File: config.mk
export PLATFORM = sky130hd
export DESIGN_NAME = uart_rx
export DESIGN_NICKNAME = d
export VERILOG_FILES = /design/src/rtl/uart_rx.sv
export SDC_FILE = /design/constraint.sdc
export NUM_CORES = 1
export LEC_CHECK = 0
export CAP_MARGIN = 20
export CORE_ASPECT_RATIO = 2
export CORE_MARGIN = 8
export CORE_UTILIZATION = 40
export CTS_CLUSTER_SIZE = 20
export DETAILED_ROUTE_END_ITERATION = 8
export SLEW_MARGIN = 10
export SYNTH_ARGS = -nofsm -noshare
export SYNTH_HDL_FRONTEND = slang
export SYNTH_SLANG_ARGS = --single-unit
File: constraint.sdc
create_clock -name clk -period 1.68 [get_ports clk]
set_input_delay 0.336 -clock clk [delete_from_list [all_inputs] [get_ports clk]]
set_output_delay 0.336 -clock clk [all_outputs]
set_load 0.1 [all_outputs]
File: src/rtl/uart_rx.sv
// 8N1 UART receiver: a 2-flop synchroniser, then a state machine that samples the middle of
// every bit, strobes each good byte for one cycle and flags a stop bit that samples low.
module uart_rx #(
   parameter int CLKS_PER_BIT = 1250,
   parameter int CNT_W        = 11
) (
   input  logic       clk,
   input  logic       nrst,
   input  logic       rx,
   output logic [7:0] rx_data,
   output logic       rx_valid,
   output logic       frame_err,
   output logic       busy,
   output logic [3:0] bit_count
);

   localparam logic [CNT_W-1:0] HALF_LAST = CNT_W'(CLKS_PER_BIT / 2 - 1);
   localparam logic [CNT_W-1:0] BIT_LAST  = CNT_W'(CLKS_PER_BIT - 1);

   typedef enum logic [2:0] {
      IDLE,
      START,
      DATA,
      STOP,
      WAIT_IDLE
   } state_t;

   state_t           state, state_n;
   logic [CNT_W-1:0] cnt, cnt_n;
   logic [7:0]       shift, shift_n;
   logic [7:0]       data_n;
   logic [3:0]       bits_n;
   logic             valid_n, err_n;
   logic             rx_meta, rx_s;

   // Both synchroniser flops reset to 1 so that reset never looks like a start bit
   always_ff @(posedge clk or posedge nrst) begin
      if (nrst) begin
         rx_meta <= 1'b1;
         rx_s    <= 1'b1;
      end else begin
         rx_meta <= rx;
         rx_s    <= rx_meta;
      end
   end

   always_ff @(posedge clk or posedge nrst) begin
      if (nrst) begin
         state     <= IDLE;
         cnt       <= '0;
         shift     <= '0;
         bit_count <= '0;
         rx_data   <= '0;
         rx_valid  <= 1'b0;
         frame_err <= 1'b0;
      end else begin
         state     <= state_n;
         cnt       <= cnt_n;
         shift     <= shift_n;
         bit_count <= bits_n;
         rx_data   <= data_n;
         rx_valid  <= valid_n;
         frame_err <= err_n;
      end
   end

   always_comb begin
      state_n = state;
      cnt_n   = cnt;
      shift_n = shift;
      bits_n  = bit_count;
      data_n  = rx_data;
      valid_n = 1'b0;
      err_n   = 1'b0;
      case (state)
         IDLE: begin
            cnt_n = '0;
            if (!rx_s) begin
               state_n = START;
               bits_n  = '0;
            end
         end
         // A line that is high again at mid-start was only a glitch
         START: begin
            if (cnt == HALF_LAST) begin
               cnt_n   = '0;
               state_n = rx_s ? IDLE : DATA;
            end else begin
               cnt_n = cnt + CNT_W'(1);
            end
         end
         DATA: begin
            if (cnt == BIT_LAST) begin
               cnt_n                   = '0;
               shift_n[bit_count[2:0]] = rx_s;
               bits_n                  = bit_count + 4'd1;
               if (bit_count == 4'd7) begin
                  state_n = STOP;
               end
            end else begin
               cnt_n = cnt + CNT_W'(1);
            end
         end
         STOP: begin
            if (cnt == BIT_LAST) begin
               cnt_n = '0;
               if (rx_s) begin
                  data_n  = shift;
                  valid_n = 1'b1;
                  state_n = IDLE;
               end else begin
                  err_n   = 1'b1;
                  state_n = WAIT_IDLE;
               end
            end else begin
               cnt_n = cnt + CNT_W'(1);
            end
         end
         // A held-low line (break) must return high before another frame is accepted
         WAIT_IDLE: begin
            cnt_n = '0;
            if (rx_s) begin
               state_n = IDLE;
            end
         end
         default: begin
            cnt_n   = '0;
            state_n = IDLE;
         end
      endcase
   end

   assign busy = (state != IDLE);

endmodule

After elaboration in Yosys (flattened, before gate mapping):

Cells that the tools add are included.

* output and inout port bits: 15
* register bits after elaboration: 38
* logic and storage cells: 59

* add/sub/neg operators: 2
* muxes and demuxes: 24
* $lt $le $gt $ge: 2
* reduce and logical (&&, ||, !) cells: 9
* equality and inequality tests: 13

Operators by type and width (count)
* two-way mux 11 bit: 2
* case mux 11 bit (2 select lines): 1
* two-way mux 3 bit: 7
* case mux 3 bit (5 select lines): 1
* inequality test 2 bit, second input constant: 6
* adder 11 x 1 -> 11 bit, second input constant: 1
* equality test 11 x 10 -> 1 bit, second input constant: 1
* equality test 11 bit, second input constant: 1
* bitwise mux 8 bit: 1
* two-way mux 4 bit: 2
* case mux 4 bit (2 select lines): 1
* two-way mux 1 bit: 7
* equality test 3 x 2 -> 1 bit, second input constant: 2
* AND reduction 3 bit: 2
* AND reduction 6 bit: 1
* adder 4 x 1 -> 4 bit, second input constant: 1
* equality test 4 x 3 -> 1 bit, second input constant: 1
* < comparator 3 x 4 -> 1 bit, second input constant: 1
* demux 1 bit (select 3 bit): 1
* equality test 3 x 1 -> 1 bit, second input constant: 1
* equality test 3 bit, second input constant: 1
* greater-or-equal comparator 3 x 1 -> 1 bit, second input constant: 1
* zero test 3 bit: 1
* nonzero test 3 bit: 1
* other kinds (5): 5

Longest topological paths before layout:

* word-level depth: 5
* depth in mapped cells: 7
* depth with buffers taken out: 6

Worst setup path after synthesis:

Ideal clock, no wire load.

* path type: register to register
* from: reg bit_count[0]
* to: reg bit_count[3]
* path buffers: 0
* stages on the path, launching flop included: 5
* data required time: 1.555 ns
* path slack: -0.432 ns
* library setup time: 0.125 ns
* arrival: 1.988 ns
* cell sequence: dfrtp_1 > nor4bb_1 > nand4_1 > nor2_1 > mux2_2

* cells in the longest elaborated chain, start to end: 3

RTL lines
* start: declaration: line 14 `output logic [3:0] bit_count`
* start signal: assignment: line 60 `bit_count <= bits_n;`
* adder 4 x 1 -> 4 bit: line 96 `bits_n = bit_count + 4'd1;`
* two-way mux 4 bit: line 93 `if (cnt == BIT_LAST) begin`
* case mux 4 bit (2 select lines): line 75 `case (state)`

Every way passes these cells. The select of a mux whose other input is x is not followed.
A chain may end at the register's enable or synchronous reset.

Worst setup path after layout:

* from: reg state[0]
* to: reg state[1]

* cells in the longest elaborated chain, start to end: 3

RTL lines
* start: declaration: line 28 `state_t state, state_n;`
* start signal: assignment: line 57 `state <= state_n;`
* equality test 3 x 2 -> 1 bit, or another cell as far along: line 75
* inequality test 2 bit (no line)
* AND reduction 6 bit (no line)

Several ways; a longest one is shown, not always the timed one.

==> metrics.yaml <==
synth.top_cells.by_count: "dfrtp_1, nor2_1, mux2_2, o21ai_0, xor2_1"
cp.depth: 6
synth_top_cell_area_share_pct: 48.4
whs_ns: 0.360
p_per_area_mw_per_mm2: 601
drv_cap: 0
vias_per_cell: 5.37
ir_drop_uv: 538
grt_max_degree: 39
h-tree-depth: 2
fin_crit_sh_pct: 102
pre_cts_slack_ns: -0.0252
path_cells: "buf_4, buf_4, or3b_4, a31oi_4, nor3_2, a221o_1"
synth-seq-area-share_pct: 51.2
start_util_pct: 40.9
ys_ff_latch: 38
drv_slew: 0
fillers: 382
cts_root_buf: "clkbuf_8"
status: "finished, violations left"
cpMostUsedCell: "buf_4"
dr_total_vias: 1440
period_minus_slack_ns: 1.72
crit_buf_inv: 2
die_w_um: 64.2
syn_inst: 161
ys.flop_type: "dfrtp_1"
crit_required_ns: 1.86
cts_hold_buf: 0
cts_buffers: 5
drive_gt1_share_pct: 45.1
crit_path_end_kind: "register"
yosys-top-cells-area: "dfrtp_1, mux2_2, xor2_1, nor2_1, dfstp_2"
gp_congestion: 0.809
area_growth_pct: 44.6
min_path_type: "reg2reg"
fin_total_pwr_w: 0.00162
max_slew_margin_pct: 77.1
endpoint: "state[1]"
grt_pass1_wl_mm: 7.96
dp_hpwl_mm: 3.42
hold_violations: 0
synth_most_common_cell: "dfrtp_1"
numPortBuffers: 17
cp_max_fo: 7
coreArea_mm2: 0.00455
antenna_left: 0
violations: "negative setup slack"
synth_nets: 168
skew_ns: 0.00394
r2r_end: "state[1]"
first_iter_violations: 32
antenna_found_initial: 0
critical_path.slowest_cell: "or3b_4"
cts_sinks: 38
rows: 35
ys_async_sr_fraction_pct: 100
synth_edf_count: 0
startpoint_type: "register"
finalWorstSetupSlack_ns: -0.0374
path_class: "reg2reg"
fmax_mhz: 582
setup_viol: 6
worst_ep_arrival_time_ns: 1.90
cts_max_path_buffers: 2
postLayoutCoreUtil_pct: 59.1
tightest_slew_ns: 0.342
grt_pass1_vias: 1642
drc: 0
path_clk_slew_ns: 0.07
ys_types: 45
die_h_um: 112
p_leak_nw: 1.20
seq_area_um2: 963
reg2reg_depth: 6
r2r_slack_ns: -0.04
overflow: 0
multi_input_area_um2: 947
r2r_start: "state[0]"
track_usage_pct: 13.8
max_stage_delay_ns: 0.39
syn_area_per_cell_um2: 11.6
yosysWarnings: 0
timing.setup.tns_ns: -0.105
firstDrtPassIters: 4
startpoint: "state[0]"
antennaDiodeCount: 0
cpLargestDelayFamily: "simple AND/OR/NAND/NOR gates"
clk_latency_ns: 0.29
grt_setup_unrepaired: "yes"
syn_area_mm2: 0.00186
wl_per_cell_um: 18.0
nets: 219
tritoncts: "done"
synth_largest_area_cell: "dfrtp_1"
drt_wl_total_mm: 4.82
pin_count: 18
die-area_mm2: 0.00723
## timing repair
item,in CTS,in global routing
gates resized for setup,8,16
buffers inserted,5,1
setup endpoints to repair,14,33
gates cloned,0,1
hold endpoints to repair,0,0
pin swaps,3,4
## worst register-to-register path, stage by stage, from the launching register on
cell and delay (ns):
dfrtp_1 0.35, buf_4 0.15, buf_4 0.15, or3b_4 0.40
a31oi_4 0.21, nor3_2 0.08, a221o_1 0.26
## report_power, final
part | leakage, nW | total, W | internal [W] | switching [W]
clock | 0.0472 | 0.000660 | 0.000330 | 0.000331
sequential | 0.502 | 0.000923 | 0.000918 | 0.00000458
combinational | 0.654 | 0.0000361 | 0.0000118 | 0.0000243
## worst min-delay path by stage
stage,from,to,slack [ns],cells past startpoint
final,rx_meta,rx_s,0.36,0
after global routing,rx_meta,rx_s,0.36,0
after CTS,rx_meta,rx_s,0.36,0
after detailed placement,rx_meta,rx_s,0.35,0
after global placement,rx_meta,rx_s,0.35,0
after floorplan,rx,rx_meta,0.34,0
## layer usage
layer	up-vias	wire, um	GRT usage, %
met5	-	0	0
met4	0	208	8.50
met3	18	142	3.19
met2	36	2820	25.9
met1	706	1650	12.6
li1	680	-	-
## stage by stage
stage                     cell area [um^2]  cells
after floorplan                       1890    161
after global placement                2440    253
after detailed placement              2440    253
after CTS                             2610    266
after global routing                  2690    268
final                                 2690    268
## state kept, by name (all words and copies together) (netlist names)
name	cells
rx_meta	1
bit_count	4
frame_err	1
cnt	11
shift	8
rx_data	8
rx_valid	1
state	3
rx_s	1
## cells in the final DEF (no fill, tap or decap), types with 3 or more instances in the layout
cell type | netlist | final
mux2_4 | 0 | 5
mux2_2 | 13 | 8
nand4_1 | 6 | 6
nor3_1 | 5 | 3
dfrtp_1 | 36 | 32
nor2_1 | 16 | 15
buf_12 | 0 | 16
nand2_1 | 7 | 7
o31ai_1 | 5 | 5
buf_4 | 2 | 31
clkbuf_8 | 1 | 6
inv_1 | 6 | 5
o21ai_0 | 8 | 7
xor2_1 | 8 | 8
nor3_2 | 1 | 3
## cell families after synthesis
kind of cell               Yosys count  synth area share [%]
muxes                               15                  8.94
and+or+nand+nor                     59                  20.6
buffers and inverters               13                  4.03
DFF                                 38                  51.2
AOI/OAI and AO/OA                   23                  8.33
xor gates and xnor gates             9                  4.23
adders and majority gates            4                  2.69
## final cells by class
cell class	count	area share, %
Clock buffer	6	3.07
Inverter	6	0.836
Multi-Input combinational cell	110	35.2
Tap cell	55	2.56
Timing Repair Buffer	51	22.1
Sequential cell	38	35.8
Clock inverter	2	0.465
Note: power is estimated with default switching activity, not from simulation.
